## config.mk

```make
export PLATFORM = sky130hd
export DESIGN_NAME = rr_bus_arbiter_flat
export DESIGN_NICKNAME = d
export VERILOG_FILES = /design/src/rtl/rr_bus_arbiter_if.sv /design/src/rtl/rr_bus_arbiter.sv /design/src/flat_wrapper.sv
export SDC_FILE = /design/constraint.sdc
export NUM_CORES = 1
export LEC_CHECK = 0
export CAP_MARGIN = 20
export CORE_MARGIN = 2
export CORE_UTILIZATION = 30
export CTS_CLUSTER_SIZE = 24
export DETAILED_ROUTE_END_ITERATION = 16
export GPL_TIMING_DRIVEN = 0
export PLACE_DENSITY = 0.88
export REMOVE_ABC_BUFFERS = 1
export SLEW_MARGIN = 20
export SYNTH_ARGS = -nofsm -noshare
export SYNTH_HDL_FRONTEND = slang
export SYNTH_SLANG_ARGS = --single-unit
```

## constraint.sdc

```tcl
create_clock -name CLK -period 2.3 [get_ports CLK]
set_input_delay 0.46 -clock CLK [delete_from_list [all_inputs] [get_ports CLK]]
set_output_delay 0.46 -clock CLK [all_outputs]
set_load 0.05 [all_outputs]
```

## src/rtl/rr_bus_arbiter_if.sv

```systemverilog
// Bus bundle between four requesters and the round-robin arbiter.
// The slave modport is the arbiter's view; master is the requesters' view.
interface rr_bus_arbiter_if #(
  parameter int DATA_WIDTH = 32
);
  logic [3:0]            REQ;
  logic [3:0]            DONE;
  logic [DATA_WIDTH-1:0] D0;
  logic [DATA_WIDTH-1:0] D1;
  logic [DATA_WIDTH-1:0] D2;
  logic [DATA_WIDTH-1:0] D3;
  logic [3:0]            GNT;
  logic [1:0]            GNT_ID;
  logic                  BUS_VALID;
  logic [DATA_WIDTH-1:0] Y;
  logic                  TIMEOUT_ERR;

  modport slave (
    input  REQ, DONE, D0, D1, D2, D3,
    output GNT, GNT_ID, BUS_VALID, Y, TIMEOUT_ERR
  );

  modport master (
    output REQ, DONE, D0, D1, D2, D3,
    input  GNT, GNT_ID, BUS_VALID, Y, TIMEOUT_ERR
  );
endinterface

```

## src/rtl/rr_bus_arbiter.sv

```systemverilog
// Four-way round-robin bus arbiter with a one-cycle turnaround gap between
// owners and forced revocation after TIMEOUT cycles of continuous ownership.
module rr_bus_arbiter #(
  parameter int DATA_WIDTH = 32,
  parameter int TIMEOUT    = 15
) (
  input logic            CLK,
  input logic            RST,
  rr_bus_arbiter_if.slave bus
);

  typedef enum logic [1:0] {
    IDLE = 2'd0,
    BUSY = 2'd1,
    GAP  = 2'd2
  } state_e;

  localparam logic [3:0] HCNT_LAST = 4'(TIMEOUT - 1);

  state_e                state_q;
  logic [1:0]            ptr_q;
  logic [3:0]            hcnt_q;
  logic [3:0]            gnt_q;
  logic [1:0]            gntId_q;
  logic                  timeoutErr_q;

  logic [1:0]            winner_d;
  logic [1:0]            scanIdx;
  logic                  ownerRelease;
  logic                  ownerTimeout;
  logic [DATA_WIDTH-1:0] yMux;

  // Scan downward so the requester closest to PTR is the last one written.
  always_comb begin
    winner_d = ptr_q;
    scanIdx  = ptr_q;
    for (int k = 3; k >= 0; k--) begin
      scanIdx = ptr_q + 2'(k);
      if (bus.REQ[scanIdx]) begin
        winner_d = scanIdx;
      end
    end
  end

  assign ownerRelease = bus.DONE[gntId_q] | ~bus.REQ[gntId_q];
  assign ownerTimeout = (hcnt_q == HCNT_LAST);

  always_ff @(posedge CLK or posedge RST) begin
    if (RST) begin
      state_q      <= IDLE;
      ptr_q        <= 2'd0;
      hcnt_q       <= 4'd0;
      gnt_q        <= 4'b0000;
      gntId_q      <= 2'd0;
      timeoutErr_q <= 1'b0;
    end else begin
      case (state_q)
        IDLE, GAP: begin
          timeoutErr_q <= 1'b0;
          if (|bus.REQ) begin
            state_q <= BUSY;
            gnt_q   <= 4'b0001 << winner_d;
            gntId_q <= winner_d;
            ptr_q   <= winner_d + 2'd1;
            hcnt_q  <= 4'd0;
          end else begin
            state_q <= IDLE;
          end
        end
        BUSY: begin
          // A voluntary release takes priority over a coincident timeout.
          if (ownerRelease) begin
            state_q <= GAP;
            gnt_q   <= 4'b0000;
            gntId_q <= 2'd0;
          end else if (ownerTimeout) begin
            state_q      <= GAP;
            gnt_q        <= 4'b0000;
            gntId_q      <= 2'd0;
            timeoutErr_q <= 1'b1;
          end else begin
            hcnt_q <= hcnt_q + 4'd1;
          end
        end
        default: begin
          state_q      <= IDLE;
          gnt_q        <= 4'b0000;
          gntId_q      <= 2'd0;
          timeoutErr_q <= 1'b0;
        end
      endcase
    end
  end

  always_comb begin
    yMux = '0;
    if (state_q == BUSY) begin
      case (gntId_q)
        2'd0:    yMux = bus.D0;
        2'd1:    yMux = bus.D1;
        2'd2:    yMux = bus.D2;
        default: yMux = bus.D3;
      endcase
    end
  end

  assign bus.GNT         = gnt_q;
  assign bus.GNT_ID      = gntId_q;
  assign bus.BUS_VALID   = (state_q == BUSY);
  assign bus.Y           = yMux;
  assign bus.TIMEOUT_ERR = timeoutErr_q;

endmodule

```

## src/flat_wrapper.sv

```systemverilog
// flat-port wrapper written by rule: the top's interface ports become plain ports
module rr_bus_arbiter_flat 
#(
  parameter int DATA_WIDTH = 32,
  parameter int TIMEOUT    = 15
)
  (CLK, RST, bus_REQ, bus_DONE, bus_D0, bus_D1, bus_D2, bus_D3, bus_GNT, bus_GNT_ID, bus_BUS_VALID, bus_Y, bus_TIMEOUT_ERR);
  rr_bus_arbiter_if #(.DATA_WIDTH(DATA_WIDTH)) bus_i ();
  input logic CLK;
  input logic RST;
  input wire logic [$bits(bus_i.REQ)-1:0] bus_REQ;
  input wire logic [$bits(bus_i.DONE)-1:0] bus_DONE;
  input wire logic [$bits(bus_i.D0)-1:0] bus_D0;
  input wire logic [$bits(bus_i.D1)-1:0] bus_D1;
  input wire logic [$bits(bus_i.D2)-1:0] bus_D2;
  input wire logic [$bits(bus_i.D3)-1:0] bus_D3;
  output wire logic [$bits(bus_i.GNT)-1:0] bus_GNT;
  output wire logic [$bits(bus_i.GNT_ID)-1:0] bus_GNT_ID;
  output wire logic [$bits(bus_i.BUS_VALID)-1:0] bus_BUS_VALID;
  output wire logic [$bits(bus_i.Y)-1:0] bus_Y;
  output wire logic [$bits(bus_i.TIMEOUT_ERR)-1:0] bus_TIMEOUT_ERR;
  assign bus_i.REQ = bus_REQ;
  assign bus_i.DONE = bus_DONE;
  assign bus_i.D0 = bus_D0;
  assign bus_i.D1 = bus_D1;
  assign bus_i.D2 = bus_D2;
  assign bus_i.D3 = bus_D3;
  assign bus_GNT = bus_i.GNT;
  assign bus_GNT_ID = bus_i.GNT_ID;
  assign bus_BUS_VALID = bus_i.BUS_VALID;
  assign bus_Y = bus_i.Y;
  assign bus_TIMEOUT_ERR = bus_i.TIMEOUT_ERR;
  rr_bus_arbiter #(.DATA_WIDTH(DATA_WIDTH), .TIMEOUT(TIMEOUT)) u_core (.CLK(CLK), .RST(RST), .bus(bus_i));
endmodule
```

==> results.sh, run 1 <==
export IMPL_status="finished, final reports clean"
export IMPL_cp_end_kind="output port"
export IMPL_drv_cap=0
export IMPL_arrival_ps=1790
export IMPL_coreArea_sq_um=5850
export IMPL_holdCritPathClass="flop to flop"
export IMPL_synth_edf_count=0
export IMPL_synthDistinctLibCells=40
export IMPL_die_width_microns=81.4
export IMPL_post_route_drc_count=0
export IMPL_async_reset_ff_share_pct=100
export IMPL_clkLatencyLatePin_ps=250
export IMPL_drv_slew=0
export IMPL_num_io_pins=178
export IMPL_wl_microns=8280
export IMPL_clk_path_buf_depth=2
export IMPL_fmax_mhz=445
export IMPL_die_h_microns=81.4
export IMPL_rows=28
export IMPL_mostFrequentLayoutCell="clkdlybuf4s50_1"
export IMPL_setup_violations=0
export IMPL_grt_pass1_wl_microns=12300
export IMPL_ys_ff_latch=15
export IMPL_vias=2071
export IMPL_p_per_area_nw_per_um2=1070
export IMPL_crit_type="flop to output port"
export IMPL_fin_nets=471
export IMPL_seq_area_frac_synth_pct=20.9
export IMPL_cellLeakagePower_uw=0.00145
export IMPL_ys_flop_type="dfrtp_1"
export IMPL_post_place_ws_ps=-576
export IMPL_crit_fanout=17
export IMPL_track_usage_pct=25.1
export IMPL_syn_inst=152
export IMPL_fin_crit_ps=2250
export IMPL_antenna_cells=0
export IMPL_cts_root_buffer="clkbuf_8"
export IMPL_worstMarginPinSlew_ps=561
export IMPL_overflow=0
export IMPL_htreeDepth=1
export IMPL_fin_skew_ps=4.92
export IMPL_dieArea_sq_um=6630
export IMPL_seqCellArea_sq_um=383
export IMPL_place_gp_congestion=0.784
export IMPL_drt_wirelength_per_cell_microns=20.4
export IMPL_numPortBuffers=177
export IMPL_vdd_drop_max_mv=1.00
export IMPL_grt_pass1_vias=2227
export IMPL_layout_common_cells="143 x clkdlybuf4s50_1, 33 x mux4_2, 32 x and2_1"
export IMPL_start_kind="flop"
export IMPL_dp_cells=392
export IMPL_synthesis_area_sq_um=1800
export IMPL_cts_sinks=15
export IMPL_fillers=512
export IMPL_slew_headroom_pct=62.6
export IMPL_clkTransAtPathRegs_ps=60
export IMPL_ys_warnings_count=0
export IMPL_rsz0062_at_grt="yes"
export IMPL_timing_final_ws_setup_ps=50.5
export IMPL_drive_above_1_share_pct=27.6
export IMPL_fin_cells=405
export IMPL_dr_pass1_iters=4
export IMPL_avgViaCountPerCell=5.11
export IMPL_ant_nets=0
export IMPL_syn_area_per_cell_sq_um=11.8
export IMPL_hpwl_microns=6370
export IMPL_finalCritPeriodShare_pct=97.8
export IMPL_drt_iter0_drc=65
export IMPL_multi_input_area_sq_um=1340
export IMPL_cp_required_ps=1840
export IMPL_initial_core_util_pct=30.7
export IMPL_grt_max_degree=20
export IMPL_antenna_found_initial=1
export IMPL_cts_buffers=3
export IMPL_cts_tree="done"
export IMPL_area_delta_synth_final_pct=101
export IMPL_totalPowerFinal_uw=3870
export IMPL_hold_viol_final=0
-- per-layer routing --
layer | part of all wire [%] | global-route usage [%] | vias up
met1 | 36 | 28.8 | 1015
met5 | 0.16 | 0 | -
li1 | - | - | 946
met3 | 8.6 | 5.60 | 15
met2 | 53 | 46.7 | 93
met4 | 2.1 | 6.27 | 2
-- state kept, by name, indices dropped and copies added, names as in the netlist --
register	count
u_core.bus.GNT	4
u_core.hcnt_q	4
u_core.bus.GNT_ID	2
u_core.ptr_q	2
u_core.state_q	2
u_core.bus.TIMEOUT_ERR	1
-- final timing paths --
kind / slack [ps] / cells past startpoint / startpoint / to
max reg2reg: 440 / 5 / u_core.bus.GNT_ID[0]$_DFFE_PP0P_ / u_core.bus.GNT[2]$_DFFE_PP0P_
max in group asynchronous: 1310 / 2 / RST / u_core.bus.GNT_ID[1]$_DFFE_PP0P_
min in group asynchronous: 560 / 2 / RST / u_core.hcnt_q[1]$_DFFE_PP0P_
min reg2reg: 480 / 1 / u_core.bus.GNT[1]$_DFFE_PP0P_ / u_core.bus.GNT[1]$_DFFE_PP0P_
max: 50 / 4 / u_core.bus.GNT_ID[0]$_DFFE_PP0P_ / bus_Y[12]
min: 480 / 1 / u_core.bus.GNT[1]$_DFFE_PP0P_ / u_core.bus.GNT[1]$_DFFE_PP0P_
-- where the power goes --
part | switching [uW] | leakage (uW) | internal, uW | total, uW
clock network | 94.2 | 0.0000228 | 123 | 217
logic | 1950 | 0.00124 | 1260 | 3200
registers | 89.7 | 0.000193 | 361 | 451
-- worst max-delay path: stages, from the launching register on --
cell and delay (ps):
dfrtp_4 450, buf_12 200, mux4_2 510, and2_1 160
buf_2 200
-- layout make-up --
class	count	share of cell area [%]
Inverter	4	0.518
Tap cell	75	2.59
Sequential cell	15	10.6
Timing Repair inverter	1	0.207
Multi-Input combinational cell	121	37.1
Timing Repair Buffer	185	47.8
Clock buffer	4	1.24
-- stage by stage --
stage               utilization [%]  instance area, sq um  hold slack, ps  TNS, ps
floorplan                         -                  1730             361   -35490
global placement               61.5                  3600             466   -60550
detailed placement             61.6                  3600             468   -16950
CTS                            61.5                  3600             489     -190
global route                   61.9                  3620             514     -133
finish                         61.9                  3620             482        0
-- kinds of logic after synthesis --
group,after synthesis,share of synthesized area (%)
multiplexers,34,41.9
AND/OR/NAND/NOR,65,23.1
adder cells (fa/ha/maj),2,1.39
buffers and inverters,16,4.45
flip-flops,15,20.9
AO/OA/AOI/OAI,20,8.28
-- synthesized netlist by cell type (2+ instances only) --
cell type / n / area share (%)
ha_1: 2 / 1.4
nor2_1: 5 / 1.0
nor2b_1: 3 / 1.0
buf_2: 3 / 0.83
a22o_1: 2 / 0.97
or3_1: 2 / 0.70
clkbuf_1: 6 / 1.3
and2b_2: 2 / 0.97
nand2b_1: 2 / 0.70
and2_1: 32 / 11
mux4_2: 33 / 41
dfrtp_1: 15 / 21
inv_1: 4 / 0.83
o21ai_0: 4 / 1.1
nand2_1: 4 / 0.83
nand3_1: 5 / 1.4
buf_6: 2 / 1.3
or2b_2: 2 / 0.97
a21oi_1: 3 / 0.83
-- timing repair --
item / in CTS / in global routing
gates resized for setup: 161 / 10
pin swaps: 0 / 0
setup buffers: 7 / 1
setup endpoints to repair: 35 / 15
cloned: 1 / 0
hold buffers: 0 / 0
No activity file was read; power rests on OpenSTA's default activity.
==> run 2, diff against run 1 <==
SKIP_CTS_REPAIR_TIMING = 1   (was not set)
==> run 2 against run 1 <==
  * The flow now finishes with violations (negative setup slack)
  * Combinational power up 3%
  * Sequential power up 11%
  * Cell count up 0.74%
  * Global-route usage down 1.7 points
  * Via count up 0.19%
  * Clock-buffer cell count unchanged
  * Critical path depth up 1
  * Core utilization up 1.6 points
  * Wire length up 2.9%
  * Largest power group unchanged
  * Highest routed layer unchanged
==> results.sh, run 2 (synthesized netlist as in run 1, its figures left out) <==
export IMPL_status="finished with violations"
export IMPL_violations="negative setup slack"
export IMPL_grt_pass1_wl_microns=11600
export IMPL_fmax_mhz=425
export IMPL_cts_sinks=15
export IMPL_crit_slowest_cell="mux4_2"
export IMPL_arrival_ps=1890
export IMPL_cts_root_buffer="clkbuf_8"
export IMPL_start_kind="flop"
export IMPL_crit_type="flop to output port"
export IMPL_vdd_drop_max_mv=0.913
export IMPL_worstMarginPinSlew_ps=560
export IMPL_fin_nets=474
export IMPL_num_io_pins=178
export IMPL_drt_iter0_drc=29
export IMPL_hold_depth=1
export IMPL_finalCritPeriodShare_pct=102
export IMPL_hold_path_endpoint="u_core.bus.GNT[1]$_DFFE_PP0P_"
export IMPL_cp_end_kind="output port"
export IMPL_clk_path_buf_depth=2
export IMPL_fin_skew_ps=1.68
export IMPL_post_route_drc_count=0
export IMPL_antenna_cells=0
export IMPL_vias=2075
export IMPL_track_usage_pct=23.3
export IMPL_antenna_found_initial=2
export IMPL_dr_pass1_iters=4
export IMPL_hold_viol_final=0
export IMPL_hpwl_microns=6370
export IMPL_setup_violations=10
export IMPL_ant_nets=0
export IMPL_hp_start="u_core.bus.GNT[1]$_DFFE_PP0P_"
export IMPL_clkLatencyLatePin_ps=250
export IMPL_coreArea_sq_um=5850
export IMPL_numPortBuffers=177
export IMPL_reg2reg_depth=7
export IMPL_crit_reg2reg_launch="u_core.bus.GNT_ID[0]$_DFFE_PP0P_"
export IMPL_final_util_pct=63.5
export IMPL_rsz0062_at_grt="yes"
export IMPL_die_width_microns=81.4
export IMPL_die_h_microns=81.4
export IMPL_fin_crit_ps=2350
export IMPL_worst_hold_slack_ps=483
export IMPL_timing_final_ws_setup_ps=-53.7
export IMPL_p_per_area_nw_per_um2=1080
export IMPL_tns_ps=-312
export IMPL_dp_cells=392
export IMPL_cts_tree="done"
export IMPL_clkTransAtPathRegs_ps=60
export IMPL_cp_required_ps=1840
export IMPL_drv_cap=0
export IMPL_final_area_sq_um=3710
export IMPL_htreeDepth=1
export IMPL_crit_fanout=8
export IMPL_initial_core_util_pct=30.7
export IMPL_rows=28
export IMPL_drv_slew=0
export IMPL_rr_endpoint="u_core.bus.GNT[2]$_DFFE_PP0P_"
export IMPL_area_delta_synth_final_pct=107
export IMPL_dpl_cell_area_sq_um=3600
export IMPL_wl_microns=8520
export IMPL_fillers=504
export IMPL_holdCritPathClass="flop to flop"
export IMPL_reg2reg_setup_slack_ps=210
export IMPL_slew_headroom_pct=62.7
export IMPL_grt_max_degree=36
export IMPL_cts_buffers=3
export IMPL_cellLeakagePower_uw=0.00151
export IMPL_dieArea_sq_um=6630
export IMPL_drt_wirelength_per_cell_microns=20.9
export IMPL_fin_cells=408
export IMPL_place_gp_congestion=0.784
export IMPL_mostFrequentLayoutCell="clkdlybuf4s50_1"
export IMPL_overflow=0
export IMPL_avgViaCountPerCell=5.09
export IMPL_crit_chain="buf_4 > clkbuf_16 > mux4_2 > and2_1 > buf_2"
export IMPL_cpPeakStageDelay_ps=490
export IMPL_drive_above_1_share_pct=28.5
export IMPL_layout_common_cells="143 x clkdlybuf4s50_1, 33 x mux4_2, 30 x and2_1"
export IMPL_grt_pass1_vias=2168
run 2: cell types whose count changed in the layout (fill, tap and decap cells not counted), sizes merged:
| cell | previous run | this run |
|---|---|---|
| buf | 40 | 35 |
| clkbuf | 5 | 12 |
| dlygate4sd2 | 1 | 0 |
| dlymetal6s2s | 0 | 2 |
run 2: report_power, final:
group          switching (uW)  internal, uW  total, uW  leakage [uW]
logic                    1930          1370       3300       0.00129
registers                 140           361        501      0.000193
clock network            90.5           123        213     0.0000228
run 2: worst max-delay path: cells and delay by family (launching register included):
kind,cells,cell delay [ps]
flip-flops,1,480
AND/OR/NAND/NOR,1,160
buffers and inverters,3,520
multiplexers,1,490
run 2: layer usage:
metal,vias to the layer above,global-route usage (%),wire length [microns]
met3,21,6.70,772
li1,953,-,-
met5,-,0,27
met2,93,42.2,4370
met4,4,6.27,199
met1,1004,26.8,3140
run 2: how the worst max path moves through the flow:
| stage | cells after the start | end | slack (ps) | from |
|---|---|---|---|---|
| final | 5 | bus_Y[0] | -50 | u_core.bus.GNT_ID[0]$_DFFE_PP0P_ |
| after global routing | 5 | bus_Y[11] | -100 | u_core.bus.GNT_ID[0]$_DFFE_PP0P_ |
| after CTS | 3 | bus_Y[5] | -860 | u_core.bus.GNT_ID[0]$_DFFE_PP0P_ |
| after detailed placement | 3 | bus_Y[5] | -580 | u_core.bus.GNT_ID[0]$_DFFE_PP0P_ |
| after global placement | 3 | bus_Y[5] | -1590 | u_core.bus.GNT_ID[0]$_DFFE_PP0P_ |
| after floorplan | 2 | bus_Y[0] | -880 | u_core.bus.GNT_ID[0]$_DFFE_PP0P_ |
run 2: final cells by class:
type	count	area (sq um)	area share (%)
Clock buffer	4	45.0	1.21
Tap cell	75	93.8	2.53
Inverter	4	18.8	0.505
Sequential cell	15	383	10.3
Timing Repair inverter	1	7.51	0.202
Multi-Input combinational cell	121	1350	36.3
Timing Repair Buffer	188	1820	49.0
run 2: metrics by stage:
| stage | total power [uW] | setup slack [ps] |
|---|---|---|
| after floorplan | 2600 | -876 |
| after global placement | 3650 | -1590 |
| after detailed placement | 3660 | -576 |
| after CTS | 3900 | -856 |
| after global routing | 4220 | -98.9 |
| final | 4010 | -53.7 |
